`src/rtl/max_subtract_if.sv`:
```
// Handshake bundle between the sample/max-finder side, max_subtract and the exp stage.
interface max_subtract_if #(
    parameter int DW = 32
);
    logic          start;
    logic [DW-1:0] din;
    logic          din_valid;
    logic [DW-1:0] max_in;
    logic          max_valid;
    logic [DW-1:0] out_data;
    logic          out_valid;
    logic          out_ready;
    logic          out_last;
    logic          done;

    modport master (
        output start, din, din_valid, max_in, max_valid, out_ready,
        input  out_data, out_valid, out_last, done
    );

    modport slave (
        input  start, din, din_valid, max_in, max_valid, out_ready,
        output out_data, out_valid, out_last, done
    );
endinterface

```
`src/rtl/max_subtract.sv`:
```
// Buffers one vector of N signed samples, latches the vector max, then streams
// saturated (x_i - max) to the exp stage over a valid/ready handshake.
module max_subtract #(
    parameter int DW = 32,
    parameter int N  = 32
) (
    input  logic          clk,
    input  logic          rst,
    max_subtract_if.slave bus
);
    localparam int            AW       = (N > 1) ? $clog2(N) : 1;
    localparam logic [AW-1:0] LAST_IDX = AW'(N - 1);

    typedef enum logic [2:0] {
        S_IDLE,
        S_LOAD,
        S_WAIT_MAX,
        S_EMIT,
        S_DONE
    } state_t;

    state_t               state_q, state_d;
    logic [N-1:0][DW-1:0] mem_q, mem_d;
    logic [AW-1:0]        wr_cnt_q, wr_cnt_d;
    logic [AW-1:0]        rd_idx_q, rd_idx_d;
    logic [DW-1:0]        max_q, max_d;
    logic                 max_seen_q, max_seen_d;
    logic [DW-1:0]        out_data_q, out_data_d;
    logic                 out_valid_q, out_valid_d;
    logic                 out_last_q, out_last_d;
    logic                 done_q, done_d;
    logic                 load_out;
    logic [AW-1:0]        rd_sel;

    // Difference at DW+1 bits, clamped to [-2^(DW-1), 0]; sign bits pick the clamp.
    function automatic logic [DW-1:0] sat_sub(input logic [DW-1:0] x, input logic [DW-1:0] m);
        logic [DW:0] diff;
        diff = {x[DW-1], x} - {m[DW-1], m};
        if (!diff[DW])
            return '0;
        else if (!diff[DW-1])
            return {1'b1, {(DW-1){1'b0}}};
        else
            return diff[DW-1:0];
    endfunction

    always_comb begin
        state_d     = state_q;
        mem_d       = mem_q;
        wr_cnt_d    = wr_cnt_q;
        rd_idx_d    = rd_idx_q;
        max_d       = max_q;
        max_seen_d  = max_seen_q;
        out_data_d  = out_data_q;
        out_valid_d = out_valid_q;
        out_last_d  = out_last_q;
        done_d      = 1'b0;
        load_out    = 1'b0;
        rd_sel      = rd_idx_q;

        case (state_q)
            S_IDLE: begin
                if (bus.start)
                    state_d = S_LOAD;
            end
            S_LOAD: begin
                if (bus.din_valid) begin
                    mem_d[wr_cnt_q] = bus.din;
                    wr_cnt_d        = wr_cnt_q + 1'b1;
                    if (wr_cnt_q == LAST_IDX) begin
                        wr_cnt_d = '0;
                        state_d  = max_seen_q ? S_EMIT : S_WAIT_MAX;
                    end
                end
            end
            S_WAIT_MAX: begin
                if (max_seen_q || bus.max_valid)
                    state_d = S_EMIT;
            end
            S_EMIT: begin
                // Output register doubles as the registered buffer read.
                if (!out_valid_q) begin
                    load_out = 1'b1;
                end else if (bus.out_ready) begin
                    if (out_last_q) begin
                        out_valid_d = 1'b0;
                        out_last_d  = 1'b0;
                        done_d      = 1'b1;
                        state_d     = S_DONE;
                    end else begin
                        rd_sel   = rd_idx_q + 1'b1;
                        rd_idx_d = rd_sel;
                        load_out = 1'b1;
                    end
                end
            end
            S_DONE: begin
                wr_cnt_d   = '0;
                rd_idx_d   = '0;
                max_seen_d = 1'b0;
                state_d    = S_IDLE;
            end
            default: state_d = S_IDLE;
        endcase

        // First strobe of the vector wins.
        if ((state_q == S_LOAD || state_q == S_WAIT_MAX) && bus.max_valid && !max_seen_q) begin
            max_d      = bus.max_in;
            max_seen_d = 1'b1;
        end

        if (load_out) begin
            out_valid_d = 1'b1;
            out_data_d  = sat_sub(mem_q[rd_sel], max_q);
            out_last_d  = (rd_sel == LAST_IDX);
        end
    end

    always_ff @(posedge clk) begin
        if (!rst) begin
            state_q     <= S_IDLE;
            wr_cnt_q    <= '0;
            rd_idx_q    <= '0;
            max_q       <= '0;
            max_seen_q  <= 1'b0;
            out_data_q  <= '0;
            out_valid_q <= 1'b0;
            out_last_q  <= 1'b0;
            done_q      <= 1'b0;
        end else begin
            state_q     <= state_d;
            wr_cnt_q    <= wr_cnt_d;
            rd_idx_q    <= rd_idx_d;
            max_q       <= max_d;
            max_seen_q  <= max_seen_d;
            out_data_q  <= out_data_d;
            out_valid_q <= out_valid_d;
            out_last_q  <= out_last_d;
            done_q      <= done_d;
        end
    end

    // Sample storage carries no reset; contents are rewritten every vector.
    always_ff @(posedge clk) begin
        mem_q <= mem_d;
    end

    assign bus.out_data  = out_data_q;
    assign bus.out_valid = out_valid_q;
    assign bus.out_last  = out_last_q;
    assign bus.done      = done_q;
endmodule

```
`src/flat_wrapper.sv`:
```
// flat-port wrapper written by rule: the top's interface ports become plain ports
module max_subtract_flat 
#(
    parameter int DW = 32,
    parameter int N  = 32
)
  (clk, rst, bus_start, bus_din, bus_din_valid, bus_max_in, bus_max_valid, bus_out_ready, bus_out_data, bus_out_valid, bus_out_last, bus_done);
  max_subtract_if #(.DW(DW)) bus_i ();
  input  logic clk;
  input  logic rst;
  input wire logic [$bits(bus_i.start)-1:0] bus_start;
  input wire logic [$bits(bus_i.din)-1:0] bus_din;
  input wire logic [$bits(bus_i.din_valid)-1:0] bus_din_valid;
  input wire logic [$bits(bus_i.max_in)-1:0] bus_max_in;
  input wire logic [$bits(bus_i.max_valid)-1:0] bus_max_valid;
  input wire logic [$bits(bus_i.out_ready)-1:0] bus_out_ready;
  output wire logic [$bits(bus_i.out_data)-1:0] bus_out_data;
  output wire logic [$bits(bus_i.out_valid)-1:0] bus_out_valid;
  output wire logic [$bits(bus_i.out_last)-1:0] bus_out_last;
  output wire logic [$bits(bus_i.done)-1:0] bus_done;
  assign bus_i.start = bus_start;
  assign bus_i.din = bus_din;
  assign bus_i.din_valid = bus_din_valid;
  assign bus_i.max_in = bus_max_in;
  assign bus_i.max_valid = bus_max_valid;
  assign bus_i.out_ready = bus_out_ready;
  assign bus_out_data = bus_i.out_data;
  assign bus_out_valid = bus_i.out_valid;
  assign bus_out_last = bus_i.out_last;
  assign bus_done = bus_i.done;
  max_subtract #(.DW(DW), .N(N)) u_core (.clk(clk), .rst(rst), .bus(bus_i));
endmodule
```
`config.mk`:
```
export PLATFORM = sky130hd
export DESIGN_NAME = max_subtract_flat
export DESIGN_NICKNAME = d
export VERILOG_FILES = /design/src/rtl/max_subtract_if.sv /design/src/rtl/max_subtract.sv /design/src/flat_wrapper.sv
export SDC_FILE = /design/constraint.sdc
export NUM_CORES = 1
export LEC_CHECK = 0
export BUFFER_PORTS_ARGS = -buffer_cell sky130_fd_sc_hd__clkbuf_2
export CAP_MARGIN = 20
export CORE_MARGIN = 2
export CORE_UTILIZATION = 40
export DETAILED_ROUTE_END_ITERATION = 10
export GPL_TIMING_DRIVEN = 0
export SLEW_MARGIN = 20
export SYNTH_ARGS = -nofsm -noshare
export SYNTH_HDL_FRONTEND = slang
export SYNTH_SLANG_ARGS = --single-unit
```
`constraint.sdc`:
```
create_clock -name clk -period 7.6 [get_ports clk]
set_clock_uncertainty 0.05 [all_clocks]
set_input_delay 0.76 -clock clk [delete_from_list [all_inputs] [get_ports clk]]
set_output_delay 0.76 -clock clk [all_outputs]
set_load 0.1 [all_outputs]
```
==> impl_metrics.csv, run 1 <==
group,metric,value,unit
run_status,outcome,"completed",
routing,via_count,22200,
clock_network,post_cts_resized,2,
clock_network,post_cts_buffers,0,
critical_path,startpoint_type,"flip-flop",
power,irDropWorstVdd,0.188,mV
timing,finalMaxSlewViolations,0,
synth,synth_edf_count,1024,
grt,grt-ovfl-total,0,
placed_design,place_hpwl,77.6,mm
timing,timing.fmax,143,MHz
critical_path,worstPathMaxFanout,10,
floorplanning,row_count,121,
synth,netlist_area,43900,um2
synth,yosysUniqueCellTypes,62,
timing,period_share,91.7,%
synth,yosys_warnings,0,
synth,synthArstFlopShare,0,%
flow_run,drv_cap,0,
timing,relSlewSlack,27.5,%
floorplanning,die-width,335,um
clock_network,hold_buffers,0,
power,power,12.6,mW
routing,drc,0,
grt,grt_pass1_wl,161,mm
clock_network,cts_tree,"built",
critical_path,worstSetupPathType,"flip-flop to flip-flop",
timing,rsz0062_at_grt,"no",
floorplanning,io_pins,105,
power,leakage,16.4,nW
synth,syn_area_per_cell,20.4,um2
placed_design,port_buffers,103,
floorplanning,start_util,40.3,%
routing,drt-initial-drc-count,2394,
routing,wl_per_cell,28.6,um
synth,yosys_most_used_dff,"edfxtp_1",
clock_network,insertion_delay,0.69,ns
synth,syn-instance-count,2155,
routing,ant_nets,0,
synth,synth_nets,2265,
routing,drt_wl_total,113,mm
synth,ys_seq_area_share,73.7,%
critical_path,cp-end-kind,"flip-flop",
grt,antenna_found_initial,6,
power,cellPowerDensity,245,nW/um2
floorplanning,die_h,335,um
synth,ys_seq_elements,1105,
timing,setup_viol,0,
timing,worst_pin_slew,1.09,ns
routing,firstDrtPassIters,7,
floorplanning,dieArea,112000,um2
clock_network,cts_buffers,110,
clock_network,clock-sinks,1105,
grt,grt_pass1_vias,23100,
finish,syn_to_final_growth,17.3,%
grt,grt_max_degree,33,
timing,hold_slack,0.247,ns
timing,period_needed,6.97,ns
timing,hold_violations,0,
placed_design,place_ws,-0.457,ns
clock_network,max-clock-path-buffers,3,
clock_network,cts_root_buf,"clkbuf_16",
worst_hold_path,min_path_type,"input port to flip-flop",
timing,timing.final.ws_setup,0.630,ns
placed_design,gp_congestion,0.862,
critical_path,arrival,7.55,ns
finish,layout-drive-gt1-share,30.5,%
critical_path,critPathRequiredTime,8.18,ns
finish,fin_nets,2536,
timing,fin_tns_setup,0,ns
grt,grt_use_total,20.1,%
floorplanning,core,109000,um2
clock_network,clk_pin_slew,0.06,ns
clock_network,h-tree-depth,3,
routing,via_per_inst,5.65,
synthesized netlist by cell type (6+ instances only):
master	number	area, um2
edfxtp_1	1024	30700
mux4_2	313	7050
nand2_1	103	387
dfxtp_1	81	1620
a21oi_1	78	390
clkbuf_1	70	263
nor2_1	68	255
inv_1	49	184
ha_1	39	488
mux2_2	31	349
o21ai_0	29	145
a22o_1	28	245
buf_2	25	125
xnor2_1	17	149
a21o_1	15	113
mux2i_1	15	150
xor2_1	14	123
a211oi_1	10	75.1
nand4_1	10	62.6
buf_4	9	67.6
and3_1	8	50.1
nand2b_1	8	50.1
o211ai_1	8	60.1
nand3_1	7	35.0
nor3_1	7	35.0
o21ai_1	7	35.0
o22ai_1	7	43.8
a31oi_1	6	37.5
cell families (layout without fill, tap and decap cells):
kind of cell,Yosys count,in the layout,share of synthesized area (%)
compound gates,214,214,3.11
xor+xnor,32,32,0.655
fa+ha+maj,40,40,1.16
buf+inv,159,525,1.56
flops,1105,1105,73.7
mux,360,360,17.2
other cells,0,2,0
simple gates,245,245,2.57
cell usage in the layout, fill, tap and decap left out, drive strengths merged, types with 8 or more instances in the layout:
cell	synthesis	routed
and3	8	8
a21o	15	15
mux4	313	313
edfxtp	1024	1024
nand2	103	103
o21ai	36	36
o211ai	8	8
clkinv	0	47
a22o	28	28
mux2i	15	15
ha	39	39
a211oi	10	10
xor2	15	15
bufinv	0	14
nand2b	8	8
mux2	32	32
nand4	10	10
dfxtp	81	81
a21oi	78	78
inv	49	52
xnor2	17	17
clkbuf	70	312
nor2	69	69
buf	40	96
cell type report:
type                       instances  area (um2)
antenna                            2        5.00
buffer                           110         515
clock buffer                     139        3040
clock inverter                    68         756
fill                            8817       57300
inverter                          49         184
multi-input combinational        891       11100
sequential                      1105       32400
tap                             1414        1770
timing repair buffer             159        1770
report_power, final:
part	internal [mW]	leakage [nW]	switching, mW
Sequential	6.66	9.86	0.00740
Combinational	0.0930	4.67	0.212
Clock	3.31	1.87	2.32
per-stage QoR:
step	util, %	instance area, um2	std cells
3_3_place_gp	42.4	46200	3672
3_5_place_dp	43.8	47700	3727
2_1_floorplan	-	43900	2155
6_report	47.3	51500	3937
4_1_cts	47.3	51500	3934
5_1_grt	47.3	51500	3936
sequential cells by signal, summed over array words and instances, names as in the netlist:
register,count
u_core.mem_q,1024
u_core.bus.out_data,32
u_core.max_q,32
u_core.rd_idx_q,5
u_core.wr_cnt_q,5
u_core.state_q,3
u_core.bus.done,1
u_core.bus.out_last,1
u_core.bus.out_valid,1
u_core.max_seen_q,1
path summary, 6_finish.rpt:
kind	from	to	slack [ns]	depth (start not counted)
min	bus_max_in[18]	u_core.max_q[18]	0.25	3
max reg2reg	u_core.bus.out_last	u_core.bus.out_data[29]	0.63	18
max	u_core.bus.out_last	u_core.bus.out_data[29]	0.63	18
min reg2reg	u_core.max_q[11]	u_core.max_q[11]	0.41	2
critical path, stage by stage (launching register included):
cell and delay [ns]:
dfxtp_1 0.42, nand3b_2 0.21, nor2_4 0.07, xnor2_1 0.57, clkbuf_1 0.38, clkbuf_1 0.71, mux4_2 0.41, mux4_2 0.46
mux2_2 0.38, fa_1 0.45, a211oi_1 0.34, o211ai_1 0.20, a211oi_2 0.42, o211ai_1 0.29, nand4_1 0.20, nand4_1 0.11
mux2i_1 0.45, clkbuf_1 0.52, a32o_1 0.25
per-layer routing:
layer | share of wire (%) | track usage [%] | routed length, um
met5 | 0.032 | 0 | 36
met3 | 7.1 | 3.71 | 7950
met4 | 2.0 | 4.58 | 2230
met2 | 51 | 34.8 | 57200
met1 | 40 | 26.3 | 45100
Note: power is estimated with default switching activity, not from simulation.
==> run 2, diff against run 1 <==
- CELL_PAD_IN_SITES_DETAIL_PLACEMENT: not set -> 1
- CELL_PAD_IN_SITES_GLOBAL_PLACEMENT: not set -> 2
- PLACE_DENSITY_LB_ADDON: not set -> 0.1
==> run 2 against run 1 <==
Effect of this change: register-to-register slack got worse by 0.13 ns; cell area is 0.91% higher; maximum frequency down 1.9%; wire length is 11% higher; setup slack got worse by 0.13 ns.
==> impl_metrics.csv, run 2 (same netlist as run 1, synthesis figures left out) <==
group,metric,value,unit
routing,drc,0,
finish,largest_reg_flops,1024,
routing,wl_per_cell,31.6,um
timing,fin_tns_setup,0,ns
flow_run,drv_cap,0,
finish,syn_to_final_growth,18.4,%
clock_network,post_cts_buffers,0,
clock_network,hold_buffers,0,
floorplanning,io_pins,105,
placed_design,gp_congestion,0.802,
clock_network,clock-sinks,1105,
timing,timing.fmax,141,MHz
grt,grt_use_total,22.6,%
critical_path,arrival,7.69,ns
clock_network,cts_tree,"built",
timing,worst_pin_slew,1.17,ns
critical_path,critPathRequiredTime,8.18,ns
critical_path,startpoint_type,"flip-flop",
power,p_switching,2.65,mW
clock_network,cts_buffers,118,
floorplanning,core,109000,um2
timing,setup_viol,0,
placed_design,placed_cells,3740,
power,seq_power_share,51.9,%
floorplanning,dieArea,112000,um2
floorplanning,die-width,335,um
finish,fin_nets,2557,
clock_network,insertion_delay,0.72,ns
routing,drt_wl_total,125,mm
finish,top_register,"u_core.mem_q",
grt,grt_max_degree,33,
finish,fin_cells,3963,
critical_path,worstPathMaxFanout,10,
power,power,12.8,mW
placed_design,port_buffers,103,
routing,via_count,22400,
floorplanning,die_h,335,um
grt,grt_pass1_wl,177,mm
routing,ant_nets,0,
routing,firstDrtPassIters,5,
critical_path,worstSetupPathType,"flip-flop to flip-flop",
clock_network,h-tree-depth,3,
power,switching_share,20.6,%
power,clkPwrFrac,45.6,%
clock_network,max-clock-path-buffers,3,
grt,grt_pass1_vias,24100,
finish,final_cell_mix,"edfxtp_1 (1024), mux4_2 (313), clkbuf_16 (120)",
routing,drt-initial-drc-count,2135,
timing,relSlewSlack,21.9,%
timing,hold_violations,0,
timing,rsz0062_at_grt,"no",
clock_network,clk_pin_slew,0.06,ns
timing,period_share,93.5,%
power,irDropWorstVdd,0.178,mV
timing,finalMaxSlewViolations,0,
power,cellPowerDensity,247,nW/um2
worst_hold_path,min_path_type,"input port to flip-flop",
timing,period_needed,7.10,ns
placed_design,place_hpwl,87.6,mm
routing,via_per_inst,5.64,
finish,layout-drive-gt1-share,31.0,%
run_status,outcome,"completed",
floorplanning,row_count,121,
power,comb_power_share,2.4,%
finish,layout_commonest_cell,"edfxtp_1",
clock_network,cts_root_buf,"clkbuf_16",
grt,grt-ovfl-total,0,
critical_path,cp-end-kind,"flip-flop",
power,leakage,16.6,nW
power,power.internal,10.2,mW
grt,antenna_found_initial,7,
floorplanning,start_util,40.3,%
==> run 2: cell count changes in the layout (fill, tap and decap cells not counted), moves of 3 or more <==
| cell | delta |
|---|---|
| clkinv_1 | +6 |
| clkbuf_4 | +3 |
| clkbuf_16 | +5 |
| buf_16 | +10 |
| clkbuf_1 | +4 |
| clkbuf_8 | -4 |
==> run 2: path summary, 6_finish.rpt <==
path | start | to | slack [ns] | depth (start not counted)
worst max register to register | u_core.bus.out_last | u_core.bus.out_data[30] | 0.50 | 18
worst max-delay path | u_core.bus.out_last | u_core.bus.out_data[30] | 0.50 | 18
worst min-delay path | bus_max_in[31] | u_core.max_q[31] | 0.23 | 3
worst min register to register | u_core.max_q[7] | u_core.max_q[7] | 0.41 | 2
==> run 2: critical path, stage by stage, from the launching register on <==
cell and delay [ns]:
dfxtp_1 0.43, nand3b_2 0.21, nor2_4 0.07, xnor2_1 0.65
clkbuf_2 0.50, clkbuf_2 0.50, mux4_2 0.40, mux4_2 0.49
mux2_2 0.38, fa_1 0.46, a211oi_1 0.36, o211ai_1 0.22
a211oi_2 0.48, o211ai_1 0.36, nand4_1 0.23, nand4_1 0.12
mux2i_2 0.43, clkbuf_1 0.44, a22o_1 0.21
==> run 2: repair_timing <==
item | 4_1_cts | 5_1_grt
endpoints found under the setup margin | 31 | 22
gates resized for setup | 10 | 3
gates cloned | 0 | 0
==> run 2: per-layer routing <==
metal	vias to the layer above	GRT usage, %	share of wire (%)
met3	209	4.73	6.3
met5	-	0	0.022
met2	643	38.0	50
met4	4	7.19	3.3
li1	9503	-	-
met1	12000	29.3	40
==> run 2: cell type report <==
cell class                 count  area (um2)
fill                        9828       56900
sequential                  1105       32400
multi-input combinational    891       11100
clock buffer                 147        3140
timing repair buffer         172        2080
tap                         1414        1770
clock inverter                74         796
buffer                       110         523
inverter                      49         184
antenna                        1        2.50
==> run 2: through the flow <==
stage	util, %	hold WS [ns]	setup slack, ns	cell area [um2]
final	47.8	0.232	0.496	52000
after global placement	42.4	0.396	-1.47	46200
after floorplan	-	0.386	1.63	43900
after CTS	47.7	0.192	0.0182	52000
after global routing	47.8	0.224	0.0836	52000
after detailed placement	44.1	0.405	-1.31	48000
==> run 2: power groups by stage <==
stage          logic [mW]  clock network, mW  registers [mW]
6_report            0.313               5.85            6.67
4_1_cts             0.316               5.96            6.66
5_1_grt             0.346               6.18            6.66
2_1_floorplan       0.147                  0            6.79
3_3_place_gp        0.292                  0            6.79
3_5_place_dp        0.315                  0            6.79
